`config.mk`:
```
export PLATFORM = sky130hd
export DESIGN_NAME = msft_dv_ip_i2c_xfer_sched
export DESIGN_NICKNAME = d
export VERILOG_FILES = /design/src/rtl/msft_dv_ip_i2c_xfer_sched.sv
export SDC_FILE = /design/constraint.sdc
export NUM_CORES = 1
export LEC_CHECK = 0
export ABC_AREA = 1
export BUFFER_PORTS_ARGS = -buffer_cell sky130_fd_sc_hd__buf_2
export CORE_ASPECT_RATIO = 1.75
export CORE_UTILIZATION = 40
export DETAILED_ROUTE_END_ITERATION = 10
export HOLD_SLACK_MARGIN = 0.06
export PLACE_DENSITY_LB_ADDON = 0.2
export SKIP_LAST_GASP = 1
export SYNTH_ARGS = -nofsm -noshare
export SYNTH_HDL_FRONTEND = slang
export SYNTH_SLANG_ARGS = --single-unit
```
`constraint.sdc`:
```
create_clock -name clk_i -period 3.8 [get_ports clk_i]
set_clock_uncertainty 0.2 [all_clocks]
set_input_delay 0.76 -clock clk_i [delete_from_list [all_inputs] [get_ports clk_i]]
set_output_delay 0.76 -clock clk_i [all_outputs]
set_load 0.1 [all_outputs]
```
`src/rtl/msft_dv_ip_i2c_xfer_sched.sv`:
```
// I2C transfer scheduler: START, address, N data bytes, STOP per command.
// Optional stall watchdog is built when I2C_SCHED_TIMEOUT_EN is defined.
module msft_dv_ip_i2c_xfer_sched #(
    parameter int LEN_BITS       = 8,
    parameter int TIMEOUT_CYCLES = 1024
) (
    input  logic                clk_i,
    input  logic                rst_i,
    input  logic                cmd_valid_i,
    output logic                cmd_ready_o,
    input  logic [6:0]          cmd_addr_i,
    input  logic                cmd_rnw_i,
    input  logic [LEN_BITS-1:0] cmd_len_i,
    input  logic                tx_empty_i,
    input  logic [7:0]          tx_rdata_i,
    output logic                tx_rd_o,
    input  logic                rx_full_i,
    output logic                rx_wr_o,
    output logic [7:0]          rx_wdata_o,
    output logic                eng_req_o,
    output logic [1:0]          eng_op_o,
    output logic [7:0]          eng_wdata_o,
    output logic                eng_nack_o,
    input  logic                eng_done_i,
    input  logic                eng_nack_i,
    input  logic [7:0]          eng_rdata_i,
    output logic                busy_o,
    output logic                stall_o,
    output logic [LEN_BITS-1:0] byte_cnt_o,
    output logic                done_o,
    output logic                err_nack_o,
    output logic                err_tmo_o
);

    typedef enum logic [2:0] {
        S_IDLE,
        S_START,
        S_ADDR,
        S_DATA_WAIT,
        S_DATA,
        S_STOP
    } state_t;

    localparam logic [1:0] OP_START = 2'd0;
    localparam logic [1:0] OP_WRITE = 2'd1;
    localparam logic [1:0] OP_READ  = 2'd2;
    localparam logic [1:0] OP_STOP  = 2'd3;

    state_t              state_q;
    logic [6:0]          addr_q;
    logic                rnw_q;
    logic [LEN_BITS-1:0] len_q;
    logic [LEN_BITS-1:0] cnt_q;
    logic [LEN_BITS-1:0] cnt_inc;
    logic                nack_flag_q;
    logic                accept;
    logic                wait_block;
    logic                tmo_hit;

    assign accept      = cmd_valid_i & (state_q == S_IDLE);
    assign wait_block  = rnw_q ? rx_full_i : tx_empty_i;
    assign cnt_inc     = cnt_q + 1'b1;
    assign cmd_ready_o = (state_q == S_IDLE);
    assign busy_o      = (state_q != S_IDLE);
    assign stall_o     = (state_q == S_DATA_WAIT) & wait_block;
    assign byte_cnt_o  = cnt_q;

`ifdef I2C_SCHED_TIMEOUT_EN
    localparam int TW = $clog2(TIMEOUT_CYCLES + 1);

    logic [TW-1:0] tmo_cnt_q;
    logic          tmo_flag_q;
    logic          stop_done;

    assign tmo_hit   = stall_o && (tmo_cnt_q == TW'(TIMEOUT_CYCLES - 1));
    assign stop_done = (state_q == S_STOP) & eng_req_o & eng_done_i;

    always_ff @(posedge clk_i) begin
        if (rst_i) begin
            tmo_cnt_q  <= '0;
            tmo_flag_q <= 1'b0;
            err_tmo_o  <= 1'b0;
        end else begin
            err_tmo_o <= 1'b0;
            if (!stall_o || tmo_hit) begin
                tmo_cnt_q <= '0;
            end else begin
                tmo_cnt_q <= tmo_cnt_q + 1'b1;
            end
            if (tmo_hit) begin
                tmo_flag_q <= 1'b1;
            end else if (stop_done) begin
                err_tmo_o  <= tmo_flag_q;
                tmo_flag_q <= 1'b0;
            end
        end
    end
`else
    assign tmo_hit   = 1'b0;
    assign err_tmo_o = 1'b0;
`endif

    // eng_req_o always drops for a cycle between operations
    always_ff @(posedge clk_i) begin
        if (rst_i) begin
            state_q     <= S_IDLE;
            addr_q      <= '0;
            rnw_q       <= 1'b0;
            len_q       <= '0;
            cnt_q       <= '0;
            nack_flag_q <= 1'b0;
            eng_req_o   <= 1'b0;
            eng_op_o    <= OP_START;
            eng_wdata_o <= '0;
            eng_nack_o  <= 1'b0;
            tx_rd_o     <= 1'b0;
            rx_wr_o     <= 1'b0;
            rx_wdata_o  <= '0;
            done_o      <= 1'b0;
            err_nack_o  <= 1'b0;
        end else begin
            tx_rd_o    <= 1'b0;
            rx_wr_o    <= 1'b0;
            done_o     <= 1'b0;
            err_nack_o <= 1'b0;
            unique case (state_q)
                S_IDLE: begin
                    if (accept) begin
                        addr_q      <= cmd_addr_i;
                        rnw_q       <= cmd_rnw_i;
                        len_q       <= cmd_len_i;
                        cnt_q       <= '0;
                        nack_flag_q <= 1'b0;
                        eng_req_o   <= 1'b1;
                        eng_op_o    <= OP_START;
                        eng_nack_o  <= 1'b0;
                        state_q     <= S_START;
                    end
                end
                S_START: begin
                    if (eng_done_i) begin
                        eng_req_o <= 1'b0;
                        state_q   <= S_ADDR;
                    end
                end
                S_ADDR: begin
                    if (!eng_req_o) begin
                        eng_req_o   <= 1'b1;
                        eng_op_o    <= OP_WRITE;
                        eng_wdata_o <= {addr_q, rnw_q};
                        eng_nack_o  <= 1'b0;
                    end else if (eng_done_i) begin
                        eng_req_o <= 1'b0;
                        if (eng_nack_i) begin
                            nack_flag_q <= 1'b1;
                            state_q     <= S_STOP;
                        end else if (len_q == '0) begin
                            state_q <= S_STOP;
                        end else begin
                            state_q <= S_DATA_WAIT;
                        end
                    end
                end
                S_DATA_WAIT: begin
                    if (tmo_hit) begin
                        state_q <= S_STOP;
                    end else if (!wait_block) begin
                        eng_req_o <= 1'b1;
                        state_q   <= S_DATA;
                        if (rnw_q) begin
                            eng_op_o   <= OP_READ;
                            eng_nack_o <= (cnt_q == len_q - 1'b1);
                        end else begin
                            eng_op_o    <= OP_WRITE;
                            eng_wdata_o <= tx_rdata_i;
                            eng_nack_o  <= 1'b0;
                            tx_rd_o     <= 1'b1;
                        end
                    end
                end
                S_DATA: begin
                    if (eng_done_i) begin
                        eng_req_o <= 1'b0;
                        cnt_q     <= cnt_inc;
                        if (rnw_q) begin
                            rx_wr_o    <= 1'b1;
                            rx_wdata_o <= eng_rdata_i;
                        end
                        if (!rnw_q && eng_nack_i) begin
                            nack_flag_q <= 1'b1;
                            state_q     <= S_STOP;
                        end else if (cnt_inc == len_q) begin
                            state_q <= S_STOP;
                        end else begin
                            state_q <= S_DATA_WAIT;
                        end
                    end
                end
                S_STOP: begin
                    if (!eng_req_o) begin
                        eng_req_o  <= 1'b1;
                        eng_op_o   <= OP_STOP;
                        eng_nack_o <= 1'b0;
                    end else if (eng_done_i) begin
                        eng_req_o   <= 1'b0;
                        state_q     <= S_IDLE;
                        done_o      <= 1'b1;
                        err_nack_o  <= nack_flag_q;
                        nack_flag_q <= 1'b0;
                    end
                end
                default: state_q <= S_IDLE;
            endcase
        end
    end

endmodule

```
==> impl_metrics.env <==
export IMPL_status="finished clean"
export IMPL_gp_congestion=0.971
export IMPL_numCtsBuffers=5
export IMPL_crit_cells=5
export IMPL_cts_resized_gates=0
export IMPL_path_max_fanout=13
export IMPL_mappedNetlistArea_mm2=0.00266
export IMPL_ios=75
export IMPL_layout_drive_gt1_share=0.238
export IMPL_netlist_instances=395
export IMPL_r2r_start="state_q[2]"
export IMPL_vias_per_cell=5.00
export IMPL_initial_core_util=0.409
export IMPL_peakVddDrop_mv=0.318
export IMPL_hold_viol_final=0
export IMPL_ys_top_cells_by_count="nand2_1 (104), dfxtp_1 (52), inv_1 (37)"
export IMPL_clock_path_buffers=2
export IMPL_critPathRequiredTime_ns=2.84
export IMPL_first_global_vias=2447
export IMPL_slowest_stage="dfxtp_1"
export IMPL_drt_wl_total_um=6850
export IMPL_syn_area_per_cell_um2=6.72
export IMPL_cts_root_buf="clkbuf_16"
export IMPL_clkSlewWorstSetupHoldPaths_ns=0.07
export IMPL_die_w_um=63.6
export IMPL_drv_slew=0
export IMPL_dr_first_iter_drc_count=156
export IMPL_utilization=0.498
export IMPL_dieArea_mm2=0.00698
export IMPL_grt_start_max_net_pins=31
export IMPL_cp_top_family="buffers and inverters"
export IMPL_critPathKind="reg2out"
export IMPL_placed_area_mm2=0.00305
export IMPL_yosys_most_used_dff="dfxtp_1"
export IMPL_areaGrowthSynthToFinish_pct=21.6
export IMPL_worstReg2RegEnd="byte_cnt_o[7]"
export IMPL_synth_cell_types=32
export IMPL_dr_pass1_iters=6
export IMPL_synthArstFlopShare=0
export IMPL_rsz0062_at_grt="no"
export IMPL_io_buffers=73
export IMPL_num_vias=2720
export IMPL_cts_tree="built"
export IMPL_num_rows=39
export IMPL_yosysSeqAreaShare=0.392
export IMPL_finalCriticalPeriod_ns=2.83
export IMPL_drcViolationCount=0
export IMPL_ant_nets=0
export IMPL_crit_arrival_ns=1.87
export IMPL_yosys_top_cells_area="dfxtp_1 (39%), nand2_1 (15%), a21oi_1 (5.8%), inv_1 (5.2%), nand3_1 (5.1%)"
export IMPL_maxSlewHeadroom=0.469
export IMPL_stdcell_area_mm2=0.00323
export IMPL_fin_crit_sh=0.746
export IMPL_grt_pass1_wl_um=11400
export IMPL_hold_buffers=0
export IMPL_cp_slowest_stage_delay_ns=0.46
export IMPL_powerDensity_mw_per_mm2=805
export IMPL_die_h_um=110
export IMPL_hpwlAfterDp_um=5230
export IMPL_gr_total_overflow=0
export IMPL_tightest_slew_ns=0.796
export IMPL_yosys_warnings=0
export IMPL_worst_path_buf_inv=3
export IMPL_clkLatencyLatePin_ns=0.30
export IMPL_synth_top_area_frac=0.392
export IMPL_startpoint_type="register"
export IMPL_core_area_mm2=0.00649
export IMPL_place_ws_ns=1.29
export IMPL_clkSinkCount=52
export IMPL_worst_slack_ns=0.966
export IMPL_synth_edff_count=0
export IMPL_synth_seq_cells=52
export IMPL_tns_ns=0
export IMPL_r2r_slack_ns=1.54
export IMPL_path_cells="nand3_2 > inv_2 > nand2_2 > inv_1 > buf_2"
export IMPL_min_delay_path_class="reg2reg"
export IMPL_yosys_cell_count_top_type="nand2_1"
export IMPL_setup_violations=0
export IMPL_syn_nets=436
export IMPL_crit_path_end_kind="output port"
export IMPL_antennaDiodeCount=0
export IMPL_reg2reg_depth=7
export IMPL_p_leak_nw=1.54
export IMPL_nets=502
export IMPL_post_cts_buffers=0
export IMPL_crit_start="state_q[1]"
export IMPL_synth_top_cell_by_area="dfxtp_1"
export IMPL_antenna_found_initial=0
export IMPL_htree_num_levels=2
export IMPL_wl_per_cell_um=12.6
export IMPL_max_cap_viol_count=0
export IMPL_endpoint="stall_o"
export IMPL_max_freq_ghz=0.353
export IMPL_grt_usage=0.210
final cells by class:
type	instances	area, um^2
well taps	82	103
multi-input cells	282	1370
flip-flops and latches	52	1040
clock inverters	2	38.8
clock buffers	6	139
repair buffers	73	365
inverters	47	176
fillers	700	3260
power by group:
part / internal, mW / switching [mW]
sequential: 0.665 / 0.102
clock: 0.330 / 0.211
combinational: 0.298 / 0.993
total: 1.29 / 1.31
cell families (layout without fill, tap and decap cells):
group                    count (synthesis)  after routing  share of synthesized area
other                                    1              1                    0.00141
XOR/XNOR                                 8              8                     0.0264
AO/OA/AOI/OAI                           82             82                      0.171
flip-flops                              52             52                      0.392
adder cells (fa/ha/maj)                  2              2                    0.00942
buffers and inverters                   61            128                     0.0937
AND/OR/NAND/NOR                        189            189                      0.307
through the flow:
stage	hold slack [ns]	std cells	total power [mW]
2_1_floorplan	0.235	395	1.86
3_3_place_gp	0.249	536	2.06
3_5_place_dp	0.254	536	2.07
4_1_cts	0.265	544	2.61
5_1_grt	0.285	544	2.77
6_report	0.265	544	2.60
flip-flops by register name, summed over array words and instances (netlist names), 2 cells and up:
register	cells
byte_cnt_o	8
eng_op_o	2
eng_wdata_o	8
rx_wdata_o	8
state_q	3
addr_q	7
len_q	8
worst min-delay path: cells and delay by family (launching register included):
family | cells | cell delay (ns)
AO/OA/AOI/OAI | 1 | 0.05
flip-flops | 1 | 0.31
AND/OR/NAND/NOR | 1 | 0.06
routing by layer:
layer / vias up / wire length [um] / global-route usage / share of wire
met2: 75 / 3710 / 0.387 / 0.54
li1: 1408 / - / - / -
met1: 1222 / 2670 / 0.227 / 0.39
met3: 15 / 294 / 0.0415 / 0.043
met4: 0 / 176 / 0.0925 / 0.026
met5: - / 0 / 0 / 0
how the worst min path moves through the flow:
stage,start,to,slack [ns],cells after the start
5_1_grt,rx_wdata_o[5],rx_wdata_o[5],0.28,2
2_1_floorplan,nack_flag_q,err_nack_o,0.24,1
4_1_cts,rx_wdata_o[6],rx_wdata_o[6],0.27,2
3_5_place_dp,rx_wdata_o[6],rx_wdata_o[6],0.25,2
6_report,rx_wdata_o[6],rx_wdata_o[6],0.27,2
3_3_place_gp,rx_wdata_o[1],rx_wdata_o[1],0.25,2
placed cells by master (no fill, tap or decap), drive strengths merged:
cell type / count
nor3: 5
xor2: 5
buf: 73
o21ai: 31
bufinv: 1
ha: 2
or2: 1
xnor2: 3
a211oi: 1
clkbuf: 6
nor2: 39
nand3: 29
a31oi: 13
nor4: 2
nand2: 111
and2: 1
a31o: 1
clkinv: 1
nand4: 1
conb: 1
dfxtp: 52
inv: 47
o211ai: 3
a21oi: 33
(Power assumes the default switching activity.)
